--- config.mk ---
export PLATFORM = sky130hd
export DESIGN_NAME = kf76489_write_sequencer
export DESIGN_NICKNAME = d
export VERILOG_FILES = /design/src/rtl/kf76489_pkg.sv /design/src/rtl/kf76489_bus_synchronizer.sv /design/src/rtl/kf76489_write_sequencer.sv
export SDC_FILE = /design/constraint.sdc
export NUM_CORES = 1
export LEC_CHECK = 0
export ABC_AREA = 1
export ABC_CLOCK_PERIOD_IN_PS = 1450
export CAP_MARGIN = 20
export CORE_MARGIN = 2
export CORE_UTILIZATION = 44
export DETAILED_ROUTE_END_ITERATION = 6
export HOLD_SLACK_MARGIN = 0.06
export PLACE_DENSITY = 0.75
export SETUP_SLACK_MARGIN = 0.4
export SKIP_CTS_REPAIR_TIMING = 1
export SYNTH_ARGS = -nofsm -noshare
export SYNTH_HDL_FRONTEND = slang
export SYNTH_SLANG_ARGS = --single-unit
--- constraint.sdc ---
create_clock -name clock -period 1.45 [get_ports clock]
set_input_delay 0.435 -clock clock [delete_from_list [all_inputs] [get_ports clock]]
set_output_delay 0.435 -clock clock [all_outputs]
set_load 0.01 [all_outputs]
--- src/rtl/kf76489_pkg.sv ---
// Shared types, register codes and write-decode helper for the KF76489 CPU write path.
package kf76489_pkg;

  typedef enum logic [1:0] {
    ST_IDLE,
    ST_WAIT,
    ST_COMMIT,
    ST_RELEASE
  } state_e;

  // Register codes as {R0,R1,R2}; R0 is the MSB.
  localparam logic [2:0] REG_TONE0_FREQ = 3'b000;
  localparam logic [2:0] REG_TONE0_ATTN = 3'b001;
  localparam logic [2:0] REG_TONE1_FREQ = 3'b010;
  localparam logic [2:0] REG_TONE1_ATTN = 3'b011;
  localparam logic [2:0] REG_TONE2_FREQ = 3'b100;
  localparam logic [2:0] REG_TONE2_ATTN = 3'b101;
  localparam logic [2:0] REG_NOISE_CTRL = 3'b110;
  localparam logic [2:0] REG_NOISE_ATTN = 3'b111;

  localparam int LATCH_BIT = 0;

  typedef struct packed {
    logic [2:0] tone_freq_latch;
    logic [2:0] tone_freq_data;
    logic [2:0] tone_attn;
    logic       noise_ctrl;
    logic       noise_attn;
  } strobes_t;

  // Pins use TI numbering, so D1..D3 carry R0..R2 in reverse of vector order.
  function automatic logic [2:0] latch_reg(input logic [7:0] b);
    return {b[1], b[2], b[3]};
  endfunction

  function automatic logic [2:0] target_reg(input logic [7:0] b, input logic [2:0] last_reg);
    return b[LATCH_BIT] ? latch_reg(b) : last_reg;
  endfunction

  function automatic strobes_t decode_write(input logic [7:0] b, input logic [2:0] last_reg);
    strobes_t   s;
    logic [2:0] target;
    logic [1:0] tone;
    s      = '0;
    target = target_reg(b, last_reg);
    tone   = target[2:1];
    case (target)
      REG_NOISE_CTRL: s.noise_ctrl = 1'b1;
      REG_NOISE_ATTN: s.noise_attn = 1'b1;
      REG_TONE0_ATTN, REG_TONE1_ATTN, REG_TONE2_ATTN: s.tone_attn = 3'b001 << tone;
      default: begin
        if (b[LATCH_BIT]) s.tone_freq_latch = 3'b001 << tone;
        else              s.tone_freq_data  = 3'b001 << tone;
      end
    endcase
    return s;
  endfunction

endpackage

--- src/rtl/kf76489_bus_synchronizer.sv ---
// Two-flop synchronizer for the asynchronous /CE and /WE pins; flags a bus write request.
module kf76489_bus_synchronizer (
  input  logic clock,
  input  logic reset,
  input  logic chip_select_n,
  input  logic write_enable_n,
  output logic sync_write
);

  logic [1:0] ce_sync_q;
  logic [1:0] we_sync_q;

  // NOTE: synchronizer flops reset to the idle-high pin level so no phantom write appears after reset.
  always_ff @(posedge clock or posedge reset) begin
    if (reset) begin
      ce_sync_q <= 2'b11;
      we_sync_q <= 2'b11;
    end else begin
      ce_sync_q <= {ce_sync_q[0], chip_select_n};
      we_sync_q <= {we_sync_q[0], write_enable_n};
    end
  end

  assign sync_write = ~ce_sync_q[1] & ~we_sync_q[1];

endmodule

--- src/rtl/kf76489_write_sequencer.sv ---
// CPU write controller for the KF76489: READY wait, latch/data decode, per-register strobes
// and the shared clock_enable prescaler.
module kf76489_write_sequencer
  import kf76489_pkg::*;
#(
  parameter int CLOCK_DIV   = 4,
  parameter int WAIT_CYCLES = 32
) (
  input  logic       clock,
  input  logic       reset,
  input  logic       chip_select_n,
  input  logic       write_enable_n,
  input  logic [7:0] data_bus_in,
  output logic       ready,
  output logic       clock_enable,
  output logic [7:0] internal_data_bus,
  output logic [2:0] write_tone_frequency_latch,
  output logic [2:0] write_tone_frequency_data,
  output logic [2:0] write_tone_attenuation,
  output logic       write_noise_control,
  output logic       write_noise_attenuation
);

  localparam int PW = $clog2(CLOCK_DIV);
  localparam int WW = (WAIT_CYCLES > 1) ? $clog2(WAIT_CYCLES) : 1;
  localparam logic [PW-1:0] PRESCALE_RELOAD = PW'(CLOCK_DIV - 1);
  localparam logic [WW-1:0] WAIT_LAST       = WW'(WAIT_CYCLES - 1);

  logic sync_write;

  kf76489_bus_synchronizer u_sync (
    .clock          (clock),
    .reset          (reset),
    .chip_select_n  (chip_select_n),
    .write_enable_n (write_enable_n),
    .sync_write     (sync_write)
  );

  // Prescaler: free-running down-counter, pulse while at zero.
  logic [PW-1:0] prescale_q, prescale_d;

  // NOTE: every always_comb output gets a default first so no latch can be inferred.
  always_comb begin
    prescale_d = prescale_q - 1'b1;
    if (prescale_q == '0) prescale_d = PRESCALE_RELOAD;
  end

  // NOTE: sequential state uses non-blocking assignments so all flops update from pre-edge values.
  always_ff @(posedge clock or posedge reset) begin
    if (reset) prescale_q <= PRESCALE_RELOAD;
    else       prescale_q <= prescale_d;
  end

  assign clock_enable = (prescale_q == '0);

  // Write FSM with registered ready, data and strobe outputs.
  state_e        state_q;
  logic [WW-1:0] wait_cnt_q;
  logic [7:0]    data_q;
  logic [2:0]    last_reg_q;
  logic          ready_q;
  strobes_t      strobes_q;
  strobes_t      strobes_d;
  logic [2:0]    last_reg_d;

  always_comb begin
    strobes_d  = decode_write(data_q, last_reg_q);
    last_reg_d = target_reg(data_q, last_reg_q);
  end

  always_ff @(posedge clock or posedge reset) begin
    if (reset) begin
      state_q    <= ST_IDLE;
      wait_cnt_q <= '0;
      data_q     <= 8'h00;
      last_reg_q <= REG_TONE0_FREQ;
      ready_q    <= 1'b1;
      strobes_q  <= '0;
    end else begin
      strobes_q <= '0;
      case (state_q)
        ST_IDLE: begin
          if (sync_write) begin
            data_q     <= data_bus_in;
            wait_cnt_q <= '0;
            ready_q    <= 1'b0;
            state_q    <= ST_WAIT;
          end
        end
        ST_WAIT: begin
          // Pin activity is ignored here: once accepted, a write always completes.
          if (wait_cnt_q == WAIT_LAST) begin
            strobes_q  <= strobes_d;
            last_reg_q <= last_reg_d;
            state_q    <= ST_COMMIT;
          end else begin
            wait_cnt_q <= wait_cnt_q + 1'b1;
          end
        end
        ST_COMMIT: begin
          ready_q <= 1'b1;
          state_q <= ST_RELEASE;
        end
        ST_RELEASE: begin
          if (!sync_write) state_q <= ST_IDLE;
        end
        default: begin
          ready_q <= 1'b1;
          state_q <= ST_IDLE;
        end
      endcase
    end
  end

  assign ready                      = ready_q;
  assign internal_data_bus          = data_q;
  assign write_tone_frequency_latch = strobes_q.tone_freq_latch;
  assign write_tone_frequency_data  = strobes_q.tone_freq_data;
  assign write_tone_attenuation     = strobes_q.tone_attn;
  assign write_noise_control        = strobes_q.noise_ctrl;
  assign write_noise_attenuation    = strobes_q.noise_attn;

endmodule

==> impl_metrics.toml, run 1 <==
[global_route]
number_of_global_route_vias_before_repair = 1117
grt_usage_pct = 15.19
grt_pass1_wl_mm = 4.629
grt_start_max_net_pins = 37
grt_antenna_before_repair = 0
grt_overflow = 0

[placement]
dp_hpwl_mm = 2.006
placedCellCount = 237
globalplace.congestion = 0.8047
port_buffers = 32
dpl_cell_area_um2 = 1952

[outcome]
failing_checks = "setup timing"
run_status = "finished, violations left"

[timing]
worst_tran_pin_value_ps = 505.9
clock_period_minus_worst_slack_ps = 1610
finalCritPeriodShare_pct = 111.0
grt_setup_unrepaired = "yes"
postLayoutSetupSlackWorst_ps = -159.7
max-slew-margin-rel_pct = 66.15
report.final.hold_viol_count = 0
final.setup_skew_ps = 14.81
hold-worst-slack_ps = 361.2
final_setup_violating_endpoints = 14
fmax_ghz = 0.6212
timing.final.max_slew_violations = 0

[drt]
wirelength_mm = 3.182
remaining_drc_errors = 0
detail_route.wl_per_cell_um = 12.43
route.vias.total = 1231
vias_per_inst = 4.809
detail_route.iter0.violations = 19
drtPass1Iterations = 4
drtAntennaViolNets = 0

[worst_setup_path]
timing.setup.critical_path_class = "reg -> out"
critPathArrivalTime_ps = 1170
cp_slowest_cell = "sky130_fd_sc_hd__dfstp_2"
critical_path.max_stage_delay_ps = 550
crit_path_max_fanout = 2
cp-end-kind = "primary output"
setup.worst_path.start_class = "flop"
crit_required_ps = 1020
cell_chain_critical_path = "inv_2 -> ha_4 -> buf_6"

[synth]
synth.ff_latch_count = 36
synth_commonest_cells = "sky130_fd_sc_hd__nand2_1 (45), sky130_fd_sc_hd__dfrtp_1 (29), sky130_fd_sc_hd__nor2_1 (20), sky130_fd_sc_hd__inv_1 (16), sky130_fd_sc_hd__ha_1 (8)"
yosysTopAreaCell = "sky130_fd_sc_hd__dfrtp_1"
syn-cell-area_um2 = 1486
synth_cell_types = 19
synth_edf_count = 0
yosysTopAreaCellShare_pct = 48.82
most_used_flip_flop_cell_after_synthesis = "sky130_fd_sc_hd__dfrtp_1"
synth_sequential_area_ratio_pct = 61.20
mappedNetlistNets = 175
ys_top_cells_by_area = "sky130_fd_sc_hd__dfrtp_1 (49%), sky130_fd_sc_hd__dfstp_2 (12%), sky130_fd_sc_hd__nand2_1 (11%), sky130_fd_sc_hd__ha_1 (6.7%), sky130_fd_sc_hd__nor2_1 (5.1%)"
async_s_r_ff_share_synth_pct = 100.0
synthesis.instances = 155
avgSynthCellArea_um2 = 9.590
synth_most_common_cell = "sky130_fd_sc_hd__nand2_1"
synth_warnings = 0

[floorplan]
die-width_um = 62.12
die_outline_area_um2 = 3859
std_cell_rows = 21
initial_utilization_pct = 45.26
dieHeight_um = 62.12
design.core.area_um2 = 3284
design.portCount = 33

[clock_tree]
clk_root_buffer_cell = "sky130_fd_sc_hd__clkbuf_4"
path_clk_slew_ps = 100
clkLatencyLatePin_ps = 330
total_number_of_clock_tree_sinks = 36
cts.path.max_buffers = 2
tritoncts.num_buffers = 5
ctsHtreeMaxLevel = 2
cts_tree = "yes"

[power]
switching_share_pct = 39.43
total_power_mw = 3.801
irDropWorstVdd_mv = 0.9313
clock_power_share_pct = 18.3
design_internal_power_mw = 2.303
seq_power_share_pct = 36.1
net-switching-power_mw = 1.499
p_leak_nw = 1.110
power.density_nw_per_um2 = 1679
power.combinational.fraction_pct = 45.6

[cells_and_area]
layout.nets = 229
layout-drive-gt1-share_pct = 48.57
total_of_fill_cells_in_the_finished_design = 243
stdcell_count = 256
design_area_um2 = 2265
diode_count = 0
area_growth_syn_to_layout_pct = 52.36
fin_util_pct = 68.95

[run]
maxCapViolations = 0

[min_path]
hp-class = "reg -> reg"
-- path summary, 6_finish.rpt --
kind | endpoint | from | cells past startpoint | slack (ps)
max in group asynchronous | prescale_q[1] | reset | 3 | 710
worst min-delay path | u_sync.we_sync_q[1] | u_sync.we_sync_q[0] | 0 | 360
worst max-delay path | clock_enable | prescale_q[0] | 3 | -160
worst max register to register | write_noise_control | wait_cnt_q[1] | 8 | -50
min in group asynchronous | wait_cnt_q[2] | reset | 3 | 470
worst min register to register | u_sync.we_sync_q[1] | u_sync.we_sync_q[0] | 0 | 360
-- placed cells by master, fill, tap and decap left out, drive strengths merged, types with 5 or more instances in the layout --
master	count
clkbuf	5
inv	15
clkdlybuf4s50	11
buf	34
nand3	6
dfstp	7
o21ai	11
nand2	49
nor2	21
ha	8
dfrtp	29
-- flip-flops by register name, summed over array words and instances, names as in the netlist --
signal	cells
write_tone_frequency_data	3
state_q	2
ready	1
wait_cnt_q	5
u_sync.we_sync_q	2
internal_data_bus	8
write_tone_attenuation	3
write_noise_control	1
write_noise_attenuation	1
write_tone_frequency_latch	3
u_sync.ce_sync_q	2
last_reg_q	3
prescale_q	2
-- layer usage --
metal  wire (um)  vias to the layer above  GRT usage, %  share of wire, %
met5           0                        -             0                 0
met2        1693                       37         26.22                53
li1            -                      592             -                 -
met4          44                        0         6.389               1.4
met1        1310                      598         17.53                41
met3         133                        4         4.710               4.2
-- metrics by stage --
step,TNS [ps],worst slack (ps)
after floorplan,0,74.36
after detailed placement,-233.1,-150.9
after global placement,-160.3,-135.3
after global routing,-1443,-203.2
after CTS,-5358,-523.6
final,-504.5,-159.7
-- power groups by stage --
stage | clock network (mW) | registers, mW | logic (mW)
2_1_floorplan | 0 | 1.42 | 0.692
3_3_place_gp | 0 | 1.36 | 1.21
3_5_place_dp | 0 | 1.37 | 1.26
4_1_cts | 0.705 | 1.36 | 1.27
5_1_grt | 0.757 | 1.39 | 1.91
6_report | 0.696 | 1.37 | 1.73
-- kinds of logic (layout without fill, tap and decap cells) --
logic type               after synthesis  in the layout  synth area share [%]
flip-flops                            36             36                 61.20
AO/OA/AOI/OAI                         14             14                 5.219
buffers and inverters                 18             72                 4.546
adder cells (fa/ha/maj)                8              8                 6.734
AND/OR/NAND/NOR                       79             80                 22.31
-- cell type report --
cell class | count | area, um^2 | area share [%]
Clock buffer | 5 | 37.54 | 1.657
Clock inverter | 3 | 42.54 | 1.878
Inverter | 18 | 95.09 | 4.199
Multi-Input combinational cell | 102 | 763.2 | 33.70
Sequential cell | 36 | 910.9 | 40.22
Tap cell | 46 | 57.56 | 2.541
Timing Repair Buffer | 45 | 350.3 | 15.47
Timing Repair inverter | 1 | 7.507 | 0.3315
-- worst max-delay path: cells and delay by family, from the launching register on --
kind	cells	cell delay, ps
flops	1	550
buf+inv	2	160
fa+ha+maj	1	150
No activity file was read; power rests on OpenSTA's default activity.
==> run 2, diff against run 1 <==
--- a/config.mk
+++ b/config.mk
@@ -11,6 +11,7 @@
 export CORE_MARGIN = 2
 export CORE_UTILIZATION = 44
 export DETAILED_ROUTE_END_ITERATION = 6
+export GPL_TIMING_DRIVEN = 0
 export HOLD_SLACK_MARGIN = 0.06
 export PLACE_DENSITY = 0.75
 export SETUP_SLACK_MARGIN = 0.4
==> impl_metrics.toml, run 2 (same netlist as run 1, synthesis figures left out) <==
[cells_and_area]
register_area_um2 = 910.9
layout_common_cells = "sky130_fd_sc_hd__nand2_1 (32), sky130_fd_sc_hd__dfrtp_1 (28), sky130_fd_sc_hd__buf_2 (17), sky130_fd_sc_hd__buf_4 (12)"
largest_register_ffs = 8
layout.nets = 232
design_area_um2 = 2230
layout-drive-gt1-share_pct = 48.36
area_growth_syn_to_layout_pct = 50.00
multi_input_comb_area_um2 = 718.2
total_of_fill_cells_in_the_finished_design = 259
layout.cells.most_common = "sky130_fd_sc_hd__nand2_1"
diode_count = 0

[timing]
max-slew-margin-rel_pct = 68.94
worst_tran_pin_value_ps = 461.0
clock_period_minus_worst_slack_ps = 1641
setup_tns_ps = -2234
fmax_ghz = 0.6096
report.final.hold_viol_count = 0
finalCritPeriodShare_pct = 113.1
timing.final.max_slew_violations = 0
grt_setup_unrepaired = "yes"
final.setup_skew_ps = 5.179
final_setup_violating_endpoints = 22
postLayoutSetupSlackWorst_ps = -190.5

[drt]
detail_route.wl_per_cell_um = 12.77
wl_met1_mm = 1.287
vias_per_inst = 4.768
remaining_drc_errors = 0
drtAntennaViolNets = 0
wirelength_mm = 3.308
met3_routed_wirelength_um = 178
detail_route.iter0.violations = 14
met2_length_mm = 1.780
route.vias.total = 1235
drtPass1Iterations = 4
top_layer_used = "met4"

[floorplan]
initial_utilization_pct = 45.26
design.portCount = 33
dieHeight_um = 62.12
std_cell_rows = 21
die-width_um = 62.12
die_outline_area_um2 = 3859
design.core.area_um2 = 3284

[min_path]
hp-class = "reg -> reg"
min-delay-start = "u_sync.ce_sync_q[0]"

[global_route]
grt_usage_pct = 16.33
grt_pass1_wl_mm = 4.850
grt_start_max_net_pins = 37
grt_overflow = 0
grt_antenna_before_repair = 0
number_of_global_route_vias_before_repair = 1161

[power]
net-switching-power_mw = 1.440
total_power_mw = 3.718
p_leak_nw = 1.112
irDropWorstVdd_mv = 1.004
power.density_nw_per_um2 = 1667
switching_share_pct = 38.75
power.combinational.fraction_pct = 44.1
seq_power_share_pct = 37.1
design_internal_power_mw = 2.277
clock_power_share_pct = 18.8

[clock_tree]
total_number_of_clock_tree_sinks = 36
clk_root_buffer_cell = "sky130_fd_sc_hd__clkbuf_4"
cts.path.max_buffers = 2
tritoncts.num_buffers = 5
clkLatencyLatePin_ps = 340
ctsHtreeMaxLevel = 2
path_clk_slew_ps = 110
cts_tree = "yes"

[placement]
placement.setup.worst_slack_ps = -157.6
port_buffers = 32
globalplace.congestion = 0.7659
dpl_cell_area_um2 = 1909
dp_hpwl_mm = 2.045

[worst_setup_path]
crit_path_max_fanout = 2
critPathArrivalTime_ps = 1210
timing.rr.start = "wait_cnt_q[1]"
setup.worst_path.start_class = "flop"
crit_required_ps = 1020
startpoint_of_the_most_critical_setup_path = "prescale_q[0]"
cp-end-kind = "primary output"
timing.setup.critical_path_class = "reg -> out"
r2r_slack_ps = -160

[run]
maxCapViolations = 0

[outcome]
failing_checks = "setup timing"
run_status = "finished, violations left"
-- run 2: changes by cell type in the layout (fill, tap and decap cells not counted), sizes merged --
cell	delta
buf	+2
clkinv	-1
inv	+2
-- run 2: final timing paths --
check / depth (start not counted) / to
max in group asynchronous: 2 / u_sync.we_sync_q[0]
worst min register to register: 0 / u_sync.ce_sync_q[1]
worst min-delay path: 0 / u_sync.ce_sync_q[1]
worst max-delay path: 3 / clock_enable
min in group asynchronous: 2 / internal_data_bus[4]
worst max register to register: 8 / write_noise_control
-- run 2: through the flow --
step | hold slack, ps | utilization, % | std cells
floorplan | 345.2 | - | 155
global placement | 346.4 | 58.13 | 233
detailed placement | 347.3 | 58.13 | 233
CTS | 363.4 | 60.57 | 241
global route | 370.8 | 67.89 | 259
finish | 362.4 | 67.89 | 259
-- run 2: power by group through the flow --
stage                     registers, mW  clock network [mW]  logic [mW]
after global routing               1.40               0.766        1.83
after global placement             1.38                   0        1.13
after CTS                          1.38               0.719        1.19
final                              1.38               0.698        1.64
after detailed placement           1.40                   0        1.18
after floorplan                    1.42                   0       0.692
-- run 2: routing by layer --
metal | vias to the layer above | global-route usage (%)
li1 | 598 | -
met1 | 603 | 16.32
met2 | 29 | 29.08
met3 | 5 | 7.246
met4 | 0 | 7.500
met5 | - | 0
-- run 2: final cells by class --
class	count	share of cell area, %
tap	46	2.581
sequential	36	40.85
inverter	18	3.760
multi-input combinational	102	32.21
timing repair buffer	47	16.33
timing repair inverter	2	0.6734
clock inverter	3	1.908
clock buffer	5	1.684
-- run 2: worst max-delay path: stages (launching register included) --
cell	delay, ps
sky130_fd_sc_hd__dfstp_2	550
sky130_fd_sc_hd__inv_2	50
sky130_fd_sc_hd__ha_4	150
sky130_fd_sc_hd__buf_6	110
